## src/rtl/ram_block_mover.sv

```systemverilog
`default_nettype none
// ============================================================================
// Module   : ram_block_mover
// Block fill / block copy engine driving one RAM port (registered read).
// Optional macro RAM_BLOCK_MOVER_OVERLAP_EN: forward-overlapping copies run
// descending so the result matches memmove.
// Revision : 1.0
// ============================================================================
module ram_block_mover #(
   parameter int ADDRESS_WIDTH = 10,
   parameter int DATA_WIDTH    = 8
) (
   input  logic                     clk,
   input  logic                     reset_n,
   input  logic                     start,
   input  logic                     mode,
   input  logic [ADDRESS_WIDTH-1:0] src_addr,
   input  logic [ADDRESS_WIDTH-1:0] dst_addr,
   input  logic [ADDRESS_WIDTH:0]   length,
   input  logic [DATA_WIDTH-1:0]    fill_data,
   input  logic                     abort,
   output logic                     busy,
   output logic                     done,
   output logic [ADDRESS_WIDTH-1:0] ram_address,
   output logic [DATA_WIDTH-1:0]    ram_data,
   output logic                     ram_wren,
   input  logic [DATA_WIDTH-1:0]    ram_q
);

   typedef enum logic [2:0] {
      S_IDLE    = 3'd0,
      S_FILL    = 3'd1,
      S_COPY_RD = 3'd2,
      S_COPY_WR = 3'd3,
      S_DONE    = 3'd4
   } state_t;

   localparam logic [ADDRESS_WIDTH-1:0] C_ONE     = ADDRESS_WIDTH'(1);
   localparam logic [ADDRESS_WIDTH:0]   C_CNT_ONE = (ADDRESS_WIDTH+1)'(1);

   state_t                   state_q, state_d;
   logic [ADDRESS_WIDTH-1:0] src_q, src_d, dst_q, dst_d;
   logic [ADDRESS_WIDTH:0]   cnt_q, cnt_d;
   logic [DATA_WIDTH-1:0]    fill_q, fill_d;
   logic                     desc_q, desc_d;
   logic [ADDRESS_WIDTH-1:0] addr_q, addr_d;
   logic [DATA_WIDTH-1:0]    data_q, data_d;
   logic                     wren_q, wren_d, busy_q, busy_d, done_q, done_d;
   logic                     copy_wr_q, copy_wr_d;
   logic                     overlap;

`ifdef RAM_BLOCK_MOVER_OVERLAP_EN
   logic [ADDRESS_WIDTH:0] src_ext, dst_ext;
   assign src_ext = {1'b0, src_addr};
   assign dst_ext = {1'b0, dst_addr};
   // Compared one bit wider so a range running past the top never wraps.
   assign overlap = mode && (src_ext < dst_ext) && (dst_ext < (src_ext + length));
`else
   assign overlap = 1'b0;
`endif

   function automatic logic [ADDRESS_WIDTH-1:0] step(input logic [ADDRESS_WIDTH-1:0] p,
                                                     input logic down);
      return down ? (p - C_ONE) : (p + C_ONE);
   endfunction

   always_comb begin
      state_d = state_q;
      src_d   = src_q;
      dst_d   = dst_q;
      cnt_d   = cnt_q;
      fill_d  = fill_q;
      desc_d  = desc_q;
      case (state_q)
         S_IDLE: begin
            if (start) begin
               fill_d = fill_data;
               cnt_d  = length;
               desc_d = overlap;
               src_d  = overlap ? (src_addr + length[ADDRESS_WIDTH-1:0] - C_ONE) : src_addr;
               dst_d  = overlap ? (dst_addr + length[ADDRESS_WIDTH-1:0] - C_ONE) : dst_addr;
               if (length == '0)
                  state_d = S_DONE;
               else if (mode)
                  state_d = S_COPY_RD;
               else
                  state_d = S_FILL;
            end
         end
         S_FILL: begin
            dst_d = step(dst_q, desc_q);
            cnt_d = cnt_q - C_CNT_ONE;
            if (abort)
               state_d = S_IDLE;
            else if (cnt_q == C_CNT_ONE)
               state_d = S_DONE;
         end
         S_COPY_RD: begin
            state_d = abort ? S_IDLE : S_COPY_WR;
         end
         S_COPY_WR: begin
            src_d = step(src_q, desc_q);
            dst_d = step(dst_q, desc_q);
            cnt_d = cnt_q - C_CNT_ONE;
            if (abort)
               state_d = S_IDLE;
            else if (cnt_q == C_CNT_ONE)
               state_d = S_DONE;
            else
               state_d = S_COPY_RD;
         end
         S_DONE:  state_d = S_IDLE;
         default: state_d = S_IDLE;
      endcase
   end

   // Port outputs are precomputed from the next state so they are pure flops.
   always_comb begin
      addr_d    = '0;
      data_d    = '0;
      wren_d    = 1'b0;
      busy_d    = 1'b0;
      copy_wr_d = 1'b0;
      done_d    = (state_d == S_DONE);
      case (state_d)
         S_FILL: begin
            addr_d = dst_d;
            data_d = fill_d;
            wren_d = 1'b1;
            busy_d = 1'b1;
         end
         S_COPY_RD: begin
            addr_d = src_d;
            busy_d = 1'b1;
         end
         S_COPY_WR: begin
            addr_d    = dst_d;
            wren_d    = 1'b1;
            busy_d    = 1'b1;
            copy_wr_d = 1'b1;
         end
         default: ;
      endcase
   end

   always_ff @(posedge clk or negedge reset_n) begin
      if (!reset_n) begin
         state_q   <= S_IDLE;
         src_q     <= '0;
         dst_q     <= '0;
         cnt_q     <= '0;
         fill_q    <= '0;
         desc_q    <= 1'b0;
         addr_q    <= '0;
         data_q    <= '0;
         wren_q    <= 1'b0;
         busy_q    <= 1'b0;
         done_q    <= 1'b0;
         copy_wr_q <= 1'b0;
      end else begin
         state_q   <= state_d;
         src_q     <= src_d;
         dst_q     <= dst_d;
         cnt_q     <= cnt_d;
         fill_q    <= fill_d;
         desc_q    <= desc_d;
         addr_q    <= addr_d;
         data_q    <= data_d;
         wren_q    <= wren_d;
         busy_q    <= busy_d;
         done_q    <= done_d;
         copy_wr_q <= copy_wr_d;
      end
   end

   // Read data only arrives in the write cycle, so copy data bypasses the flop.
   assign ram_data    = copy_wr_q ? ram_q : data_q;
   assign ram_address = addr_q;
   assign ram_wren    = wren_q;
   assign busy        = busy_q;
   assign done        = done_q;

endmodule
`default_nettype wire

```

## config.mk

```make
export PLATFORM = sky130hd
export DESIGN_NAME = ram_block_mover
export DESIGN_NICKNAME = d
export VERILOG_FILES = /design/src/rtl/ram_block_mover.sv
export SDC_FILE = /design/constraint.sdc
export NUM_CORES = 1
export LEC_CHECK = 0
export CORE_UTILIZATION = 35
export CTS_CLUSTER_SIZE = 14
export DETAILED_ROUTE_END_ITERATION = 12
export GPL_TIMING_DRIVEN = 0
export PLACE_DENSITY = 0.67
export SLEW_MARGIN = 25
export SYNTH_ARGS = -nofsm -noshare
export SYNTH_HDL_FRONTEND = slang
export SYNTH_SLANG_ARGS = --single-unit
```

## constraint.sdc

```tcl
create_clock -name clk -period 2.6 [get_ports clk]
set_input_delay 0.26 -clock clk [delete_from_list [all_inputs] [get_ports clk]]
set_output_delay 0.26 -clock clk [all_outputs]
set_load 0.05 [all_outputs]
```

==> results of run 1 <==
[logic make-up (layout without fill, tap and decap cells)]
kind of cell / Yosys count / count (layout) / synth area share (%)
AO/OA/AOI/OAI: 102 / 102 / 20.86
buffers and inverters: 32 / 122 / 4.129
multiplexers: 17 / 17 / 5.469
flip-flops: 64 / 64 / 46.36
adder cells (fa/ha/maj): 4 / 4 / 1.449
AND/OR/NAND/NOR: 141 / 141 / 21.22
XOR/XNOR: 2 / 2 / 0.5072
[final cells by class]
type                    count  area share, %
multi-input cells         266          38.20
flip-flops and latches     64          35.03
repair buffers             74          16.37
well taps                 129          3.530
clock buffers               9          2.709
plain buffers              22          2.299
clock inverters             7          1.040
inverters                  10         0.8210
[state kept, by name (all words and copies together), names as in the netlist]
register / count
dst_q: 10
fill_q: 8
busy: 1
cnt_q: 11
ram_address: 10
src_q: 10
done: 1
copy_wr_q: 1
data_q: 8
ram_wren: 1
state_q: 3
[per-stage QoR]
step	TNS, ps	hold WS (ps)	instance area (um2)
floorplan	0	-35.59	3455
global placement	-60190	452.6	4337
detailed placement	-2376	234.0	4354
CTS	0	416.0	4549
global route	-3.545	458.4	4572
finish	0	412.5	4572
[worst paths after layout]
check                                           endpoint  depth (start not counted)  slack (ps)
min in group clk                     fill_q[4]$_DFF_PN0_                          3         470
worst max register to register  ram_address[0]$_DFF_PN0_                          5          90
worst min register to register       fill_q[4]$_DFF_PN0_                          2         470
max in group asynchronous       ram_address[5]$_DFF_PN0_                          3        1660
worst min-delay path                  ram_wren$_DFF_PN0_                          2         410
worst max-delay path            ram_address[0]$_DFF_PN0_                          5          90
[critical path, cell delays in order, from the launching register on]
cell       delay, ps
dfrtp_1          440
clkbuf_1         280
nor4b_2          500
a32oi_1          330
a2111oi_1        630
mux2_2           260
[metal layers]
metal	vias up	routed length, um	global-route usage, %
li1	1530	-	-
met1	1551	4469	27.40
met2	146	4493	31.82
met3	10	663	4.486
met4	0	72	5.240
met5	-	0	0
[power groups by stage]
stage,Sequential (W),Combinational [W],Clock [W]
after CTS,0.00173,0.00220,0.000770
after global placement,0.00173,0.00213,0
after detailed placement,0.00174,0.00217,0
final,0.00176,0.00221,0.000752
after floorplan,0.00196,0.00125,0
after global routing,0.00182,0.00240,0.000813
[cell usage in the layout (no fill, tap or decap), types with 5 or more instances in the layout]
| cell type | synthesis | final |
|---|---|---|
| clkdlybuf4s50_1 | 0 | 71 |
| dfrtp_1 | 64 | 64 |
| nand2_1 | 51 | 51 |
| a21oi_1 | 24 | 24 |
| nand3_1 | 17 | 17 |
| o21ai_0 | 15 | 15 |
| nor2_1 | 13 | 13 |
| clkbuf_1 | 12 | 12 |
| mux2_2 | 11 | 11 |
| inv_1 | 9 | 9 |
| clkbuf_8 | 0 | 9 |
| o22ai_1 | 8 | 8 |
| nor3_1 | 8 | 8 |
| nand4_1 | 8 | 8 |
| buf_2 | 6 | 6 |
| nor2b_1 | 6 | 6 |
| o211ai_1 | 6 | 6 |
| a22oi_1 | 5 | 5 |
| mux2i_1 | 5 | 5 |
| o22a_1 | 5 | 5 |
| and3_1 | 5 | 5 |
| a21o_1 | 5 | 5 |
[what timing repair did]
action,CTS,global route
hold buffers,1,0
setup endpoints to repair,4,10
resized for setup,2,4
endpoints found under the hold margin,32,0
==> flow_metrics.env, run 1 <==
export IMPL_status="complete, no violations"
export IMPL_yosysWarnings=0
export IMPL_clkPwrFrac_pct=15.9
export IMPL_r2r_start="state_q[2]$_DFF_PN0_"
export IMPL_fin_cells=581
export IMPL_antenna_found_initial=0
export IMPL_dieArea_mm2=0.01027
export IMPL_viasPerCell=5.571
export IMPL_cts_root_buf="clkbuf_8"
export IMPL_comb_power_share_pct=46.8
export IMPL_synth_edf_count=0
export IMPL_drive_gt1_share_pct=11.73
export IMPL_finish_utilization_pct=48.56
export IMPL_wl_per_cell_um=16.69
export IMPL_core_area_mm2=0.009415
export IMPL_dieWidth_um=101.4
export IMPL_tritoncts="built"
export IMPL_worstPathMaxFanout=10
export IMPL_min_path_type="input pin to asynchronous set/reset pin"
export IMPL_cts_reportedPaths_clkPinSlew_ps=80
export IMPL_io_pins=73
export IMPL_worst_slack_ps=86.46
export IMPL_power_total_w=0.004723
export IMPL_rsz0062_at_grt="yes"
export IMPL_synthTopCellsByCount="64 x dfrtp_1, 51 x nand2_1, 24 x a21oi_1, 17 x nand3_1, 15 x o21ai_0"
export IMPL_ys_types=63
export IMPL_tightest_slew_ps=883.6
export IMPL_seq_power_share_pct=37.2
export IMPL_end_kind="register"
export IMPL_grt_max_degree=34
export IMPL_switching_share_pct=44.54
export IMPL_place_port_buffers=72
export IMPL_hold_viol_final=0
export IMPL_finClkSkew_ps=13.27
export IMPL_cts_buffers=9
export IMPL_synth_largest_area_cell="dfrtp_1"
export IMPL_n_fill_cell=902
export IMPL_crit_start="state_q[2]$_DFF_PN0_"
export IMPL_synthArstFlopShare_pct=100.0
export IMPL_gp_congestion=0.8762
export IMPL_power_density_mw_per_mm2=1033
export IMPL_leakage_nw=1.940
export IMPL_grt_pass1_wl_um=15660
export IMPL_synth_cells=362
export IMPL_period_share_pct=96.67
export IMPL_worstPathArrival_ps=2790
export IMPL_seq_area_mm2=0.001602
export IMPL_crit_type="register to register"
export IMPL_avgSynthCellArea_um2=9.543
export IMPL_p_sw_w=0.002104
export IMPL_drt_total_wl_um=9698
export IMPL_ys_ff_latch=64
export IMPL_nets=503
export IMPL_max_freq_mhz=397.8
export IMPL_multi_input_area_mm2=0.001747
export IMPL_dp_worst_setup_slack_ps=-404.2
export IMPL_drv_slew=0
export IMPL_post_cts_setup_buffers=0
export IMPL_drc=0
export IMPL_drv_cap=0
export IMPL_die_h_um=101.4
export IMPL_cts_sinks=64
export IMPL_internal_power_w=0.002619
export IMPL_drt_first_pass_iters=5
export IMPL_synthFlopType="dfrtp_1"
export IMPL_start_util_pct=36.69
export IMPL_final_antenna_net_count=0
export IMPL_clock_latency_ps=340
export IMPL_yosysSeqAreaShare_pct=46.36
export IMPL_first_global_vias=3081
export IMPL_syn_area_mm2=0.003455
export IMPL_finalSetupViolCount=0
export IMPL_num_vias=3237
export IMPL_synth_most_common_cell="dfrtp_1"
export IMPL_drtIter0Drc=205
export IMPL_yosysTopAreaCellShare_pct=46.36
export IMPL_n_antenna_cell=0
export IMPL_grt_ovfl_total=0
export IMPL_finalCriticalPeriod_ps=2514
export IMPL_rows=35
export IMPL_dp_cells=564
export IMPL_cts_buffer_depth=2
export IMPL_dp_hpwl_um=6949
export IMPL_max_slew_margin_rel_pct=40.97
export IMPL_syn_nets=418
export IMPL_synthTopCellsByArea="dfrtp_1 46%, nand2_1 5.5%, mux2_2 3.6%"
export IMPL_ir_worst_vdd_uv=484.6
export IMPL_cp_start_kind="register"
export IMPL_track_usage_pct=19.95
export IMPL_area_delta_synth_final_pct=32.34
export IMPL_cp_required_ps=2870
export IMPL_htree_levels=3
No activity file was read; power rests on OpenSTA's default activity.
==> inputs of run 2 (changes only) <==
SETUP_SLACK_MARGIN = 0.4   (was not set)
==> flow_metrics.env, run 2 (same netlist as run 1, synthesis figures left out) <==
export IMPL_start_util_pct=36.69
export IMPL_finish_utilization_pct=50.60
export IMPL_ir_worst_vdd_uv=483.9
export IMPL_drt_first_pass_iters=5
export IMPL_finClkSkew_ps=14.51
export IMPL_cts_sinks=64
export IMPL_core_area_mm2=0.009415
export IMPL_finish_instance_area_mm2=0.004765
export IMPL_dp_worst_setup_slack_ps=-404.2
export IMPL_tritoncts="built"
export IMPL_clkPwrFrac_pct=15.6
export IMPL_num_vias=3275
export IMPL_tightest_slew_ps=671.9
export IMPL_worst_slack_ps=450.3
export IMPL_max_freq_mhz=465.2
export IMPL_r2r_worst_path_cells=5
export IMPL_nets=514
export IMPL_die_h_um=101.4
export IMPL_seq_power_share_pct=36.6
export IMPL_n_antenna_cell=0
export IMPL_n_fill_cell=879
export IMPL_r2r_slack_ps=450
export IMPL_grt_pass1_wl_um=15990
export IMPL_crit_end="ram_address[8]$_DFF_PN0_"
export IMPL_wl_per_cell_um=16.65
export IMPL_clock_latency_ps=340
export IMPL_cts_buffer_depth=2
export IMPL_dieWidth_um=101.4
export IMPL_track_usage_pct=20.30
export IMPL_grt_ovfl_total=0
export IMPL_drt_total_wl_um=9858
export IMPL_dieArea_mm2=0.01027
export IMPL_cp_required_ps=2820
export IMPL_end_kind="register"
export IMPL_rows=35
export IMPL_switching_share_pct=44.56
export IMPL_io_pins=73
export IMPL_cts_root_buf="clkbuf_8"
export IMPL_area_delta_synth_final_pct=37.92
export IMPL_cts_buffers=9
export IMPL_period_share_pct=82.68
export IMPL_final_antenna_net_count=0
export IMPL_first_global_vias=3164
export IMPL_cp_start_kind="register"
export IMPL_place_port_buffers=72
export IMPL_gp_congestion=0.8762
export IMPL_fin_cells=592
export IMPL_reg2reg_to="ram_address[8]$_DFF_PN0_"
export IMPL_antenna_found_initial=0
export IMPL_min_path_type="input pin to asynchronous set/reset pin"
export IMPL_grt_max_degree=34
export IMPL_drc=0
export IMPL_placed_area_mm2=0.004354
export IMPL_finalSetupViolCount=0
export IMPL_internal_power_w=0.002681
export IMPL_largest_register="cnt_q"
export IMPL_power_density_mw_per_mm2=1015
export IMPL_status="complete, no violations"
export IMPL_whs_ps=409.0
export IMPL_r2r_start="cnt_q[3]$_DFFE_PN0P_"
export IMPL_worstPathMaxFanout=10
export IMPL_crit_start="cnt_q[3]$_DFFE_PN0P_"
export IMPL_finalCriticalPeriod_ps=2150
export IMPL_drv_slew=0
export IMPL_dp_hpwl_um=6949
export IMPL_largest_reg_flops=11
export IMPL_cts_reportedPaths_clkPinSlew_ps=80
export IMPL_leakage_nw=2.059
export IMPL_drive_gt1_share_pct=17.49
export IMPL_layout_common_cells="62 x clkdlybuf4s50_1, 61 x dfrtp_1, 51 x nand2_1"
export IMPL_drv_cap=0
export IMPL_crit_type="register to register"
export IMPL_viasPerCell=5.532
export IMPL_rsz0062_at_grt="yes"
export IMPL_drtIter0Drc=150
export IMPL_hold_viol_final=0
export IMPL_comb_power_share_pct=47.8
export IMPL_worstPathArrival_ps=2370
export IMPL_p_sw_w=0.002154
export IMPL_htree_levels=3
export IMPL_dp_cells=564
export IMPL_max_slew_margin_rel_pct=55.20
export IMPL_layout_commonest_cell="clkdlybuf4s50_1"
run 2: cell count changes in the layout (fill, tap and decap cells not counted), moves of 2 or more:
| cell | delta |
|---|---|
| buf_4 | +12 |
| dfrtp_1 | -3 |
| nor4_4 | +3 |
| nor4_2 | -2 |
| clkbuf_2 | +4 |
| clkbuf_1 | -3 |
| dlygate4sd2_1 | +9 |
| dfrtp_2 | +3 |
| clkdlybuf4s50_1 | -9 |
| buf_2 | -2 |
run 2: worst min path at each step:
| stage | startpoint | end | slack [ps] | depth (start not counted) |
|---|---|---|---|---|
| finish | reset_n | ram_wren$_DFF_PN0_ | 410 | 2 |
| global route | reset_n | ram_wren$_DFF_PN0_ | 460 | 2 |
| CTS | reset_n | done$_DFF_PN0_ | 420 | 2 |
| detailed placement | reset_n | ram_wren$_DFF_PN0_ | 230 | 1 |
| global placement | fill_q[5]$_DFF_PN0_ | fill_q[5]$_DFF_PN0_ | 450 | 2 |
| floorplan | reset_n | busy$_DFF_PN0_ | -40 | 0 |
run 2: critical path, stage by stage (launching register included):
cell and delay, ps:
dfrtp_2 470, nor4_4 430, nand3_2 180, a211oi_4 420, buf_6 220, mux2_4 300
run 2: layer usage:
layer | vias to the layer above | global-route usage (%) | routed length [um]
met5 | - | 0 | 0
met4 | 0 | 5.797 | 110
met3 | 14 | 4.417 | 637
met2 | 133 | 32.44 | 4527
met1 | 1576 | 27.75 | 4583
li1 | 1552 | - | -
run 2: metrics by stage:
step / TNS, ps / total power [W]
floorplan: 0 / 0.003210
global placement: -60190 / 0.003867
global route: 0 / 0.005143
detailed placement: -2376 / 0.003919
CTS: 0 / 0.004768
finish: 0 / 0.004835
run 2: area by class of cell:
| cell class | count | area [um2] | share of cell area [%] |
|---|---|---|---|
| Buffer | 22 | 118.9 | 2.495 |
| Clock buffer | 9 | 123.9 | 2.600 |
| Clock inverter | 7 | 47.55 | 0.9979 |
| Inverter | 10 | 37.54 | 0.7878 |
| Multi-Input combinational cell | 266 | 1851 | 38.84 |
| Sequential cell | 64 | 1605 | 33.69 |
| Tap cell | 129 | 161.4 | 3.388 |
| Timing Repair Buffer | 85 | 819.5 | 17.20 |
run 2: timing repair:
item / CTS / global route
hold buffers: 1 / 0
pin swaps: 5 / 6
endpoints found under the hold margin: 32 / 0
endpoints found under the setup margin: 42 / 13
setup buffers: 5 / 6
resized for setup: 31 / 10
gates cloned: 0 / 0
run 2: power groups by stage:
stage               Clock [W]  Sequential [W]  Combinational [W]
global placement            0         0.00173            0.00213
finish               0.000756         0.00177            0.00231
CTS                  0.000770         0.00175            0.00225
floorplan                   0         0.00196            0.00125
global route         0.000813         0.00183            0.00250
detailed placement          0         0.00174            0.00217
==> inputs of run 3 (changes only) <==
PLACE_DENSITY = 0.7   (was 0.67)
clock period = 1.8 ns   (was 2.6 ns; I/O delays follow)
==> flow_metrics.env, run 3 (same netlist as run 1, synthesis figures left out) <==
export IMPL_clock_latency_ps=350
export IMPL_drc=0
export IMPL_switching_share_pct=42.77
export IMPL_tightest_slew_ps=605.8
export IMPL_dp_worst_setup_slack_ps=-1272
export IMPL_ir_worst_vdd_uv=596.8
export IMPL_cts_sinks=64
export IMPL_end_kind="register"
export IMPL_largest_register="cnt_q"
export IMPL_drtIter0Drc=208
export IMPL_seq_power_share_pct=29.2
export IMPL_violations="setup timing"
export IMPL_status="complete, but fails checks"
export IMPL_cp_start_kind="register"
export IMPL_largest_reg_flops=11
export IMPL_max_slew_margin_rel_pct=59.30
export IMPL_finClkSkew_ps=8.373
export IMPL_antenna_found_initial=0
export IMPL_power_density_mw_per_mm2=1476
export IMPL_first_global_vias=3766
export IMPL_final_antenna_net_count=0
export IMPL_cp_required_ps=2050
export IMPL_n_antenna_cell=0
export IMPL_comb_power_share_pct=54.8
export IMPL_cp_depth=8
export IMPL_crit_end="ram_address[4]$_DFF_PN0_"
export IMPL_core_area_mm2=0.009415
export IMPL_finalCriticalPeriod_ps=2157
export IMPL_die_h_um=101.4
export IMPL_viasPerCell=5.728
export IMPL_worstPathArrival_ps=2400
export IMPL_crit_type="register to register"
export IMPL_wl_per_cell_um=19.65
export IMPL_nets=569
export IMPL_min_path_type="input pin to asynchronous set/reset pin"
export IMPL_grt_ovfl_total=0
export IMPL_start_util_pct=36.69
export IMPL_finalSetupViolCount=37
export IMPL_drv_slew=0
export IMPL_reg2reg_to="ram_address[4]$_DFF_PN0_"
export IMPL_layout_common_cells="56 x dfrtp_1, 49 x clkdlybuf4s50_1, 39 x buf_4"
export IMPL_grt_max_degree=36
export IMPL_clkPwrFrac_pct=16.0
export IMPL_worstPathMaxFanout=4
export IMPL_dp_hpwl_um=7082
export IMPL_crit_top_cell="buf_6"
export IMPL_crit_start="state_q[0]$_DFF_PN0_"
export IMPL_slowest_delay_ps=480
export IMPL_period_share_pct=119.8
export IMPL_drive_gt1_share_pct=47.49
export IMPL_r2r_start="state_q[0]$_DFF_PN0_"
export IMPL_cts_buffers=9
export IMPL_dieWidth_um=101.4
export IMPL_leakage_nw=2.627
export IMPL_hold_viol_final=0
export IMPL_cp_top_family="simple AND/OR/NAND/NOR gates"
export IMPL_rows=35
export IMPL_n_fill_cell=648
export IMPL_grt_pass1_wl_um=18960
export IMPL_crit_buf_inv=3
export IMPL_track_usage_pct=24.50
export IMPL_max_freq_mhz=463.6
export IMPL_layout_commonest_cell="dfrtp_1"
export IMPL_dieArea_mm2=0.01027
export IMPL_io_pins=73
export IMPL_tritoncts="built"
export IMPL_cp_slowest_cell="or4b_4"
export IMPL_cts_root_buf="clkbuf_8"
export IMPL_drt_first_pass_iters=5
export IMPL_area_delta_synth_final_pct=78.96
export IMPL_num_vias=3706
export IMPL_place_port_buffers=72
export IMPL_cts_buffer_depth=2
export IMPL_htree_levels=3
export IMPL_p_sw_w=0.003904
export IMPL_finish_utilization_pct=65.66
export IMPL_rsz0062_at_grt="yes"
export IMPL_worst_slack_ps=-357.1
export IMPL_r2r_slack_ps=-360
export IMPL_gp_congestion=0.8620
export IMPL_drt_total_wl_um=12720
export IMPL_cts_reportedPaths_clkPinSlew_ps=80
export IMPL_internal_power_w=0.005223
export IMPL_worstPathCellList="buf_6 -> or4b_4 -> buf_6 -> a311oi_4 -> a211oi_4 -> buf_6 -> and3_4 -> a21o_1"
export IMPL_drv_cap=0
export IMPL_r2r_worst_path_cells=8
run 3: changes by cell type in the layout (fill, tap and decap cells not counted), moves of 9 or more:
cell / previous run / this run
a21oi_1: 24 / 15
clkdlybuf4s50_1: 62 / 49
nand2_1: 51 / 32
clkbuf_1: 9 / 0
mux2_2: 11 / 2
buf_6: 3 / 28
nand2_2: 0 / 12
buf_8: 0 / 16
a21oi_2: 0 / 9
buf_4: 13 / 39
o21ai_0: 15 / 4
mux2_4: 1 / 10
run 3: power groups by stage:
stage	Sequential, W	Clock, W	Combinational [W]
3_5_place_dp	0.00257	0	0.00329
3_3_place_gp	0.00254	0	0.00321
4_1_cts	0.00255	0.00146	0.00431
2_1_floorplan	0.00286	0	0.00196
6_report	0.00266	0.00146	0.00500
5_1_grt	0.00273	0.00154	0.00528
run 3: layer usage:
layer  GRT usage [%]  part of all wire [%]  up-vias
met1           30.33                    41     1842
li1                -                     -     1657
met3           5.935                   5.9       36
met2           39.61                    50      171
met4           13.15                   3.4        0
met5               0                     0        -
run 3: timing repair:
item	4_1_cts	5_1_grt
hold endpoints to repair	29	0
setup buffers	49	14
gates cloned	2	1
hold buffers	1	0
pin swaps	31	23
resized for setup	215	100
endpoints found under the setup margin	84	79
run 3: per-stage QoR:
step / total power, W / instances / hold WS, ps / area (um2) / TNS, ps
3_3_place_gp: 0.005741 / 563 / 452.2 / 4471 / -136750
2_1_floorplan: 0.004817 / 362 / -115.6 / 3588 / -1502
3_5_place_dp: 0.005854 / 564 / 145.0 / 4488 / -34110
5_1_grt: 0.009556 / 647 / 343.5 / 6182 / -7846
4_1_cts: 0.008315 / 632 / 317.8 / 5699 / -4256
6_report: 0.009127 / 647 / 308.7 / 6182 / -6505
run 3: worst register-to-register path: stages (launching register included):
cell and delay (ps):
dfrtp_1 380, buf_6 130, or4b_4 480, buf_6 150, a311oi_4 280, a211oi_4 130, buf_6 190, and3_4 180
a21o_1 150
run 3: how the worst min path moves through the flow:
stage / startpoint / endpoint / slack, ps
floorplan: reset_n / busy$_DFF_PN0_ / -120
global placement: fill_q[2]$_DFF_PN0_ / fill_q[2]$_DFF_PN0_ / 450
detailed placement: reset_n / ram_wren$_DFF_PN0_ / 150
CTS: reset_n / ram_wren$_DFF_PN0_ / 320
global route: reset_n / ram_wren$_DFF_PN0_ / 340
finish: reset_n / ram_wren$_DFF_PN0_ / 310
run 3: area by class of cell:
class | count | area (um2) | area share (%)
inverters | 10 | 57.56 | 0.9310
flip-flops and latches | 64 | 1612 | 26.07
repair buffers | 140 | 1423 | 23.01
multi-input cells | 266 | 2404 | 38.88
clock inverters | 6 | 90.09 | 1.457
well taps | 129 | 161.4 | 2.611
clock buffers | 10 | 137.6 | 2.226
plain buffers | 22 | 297.8 | 4.817
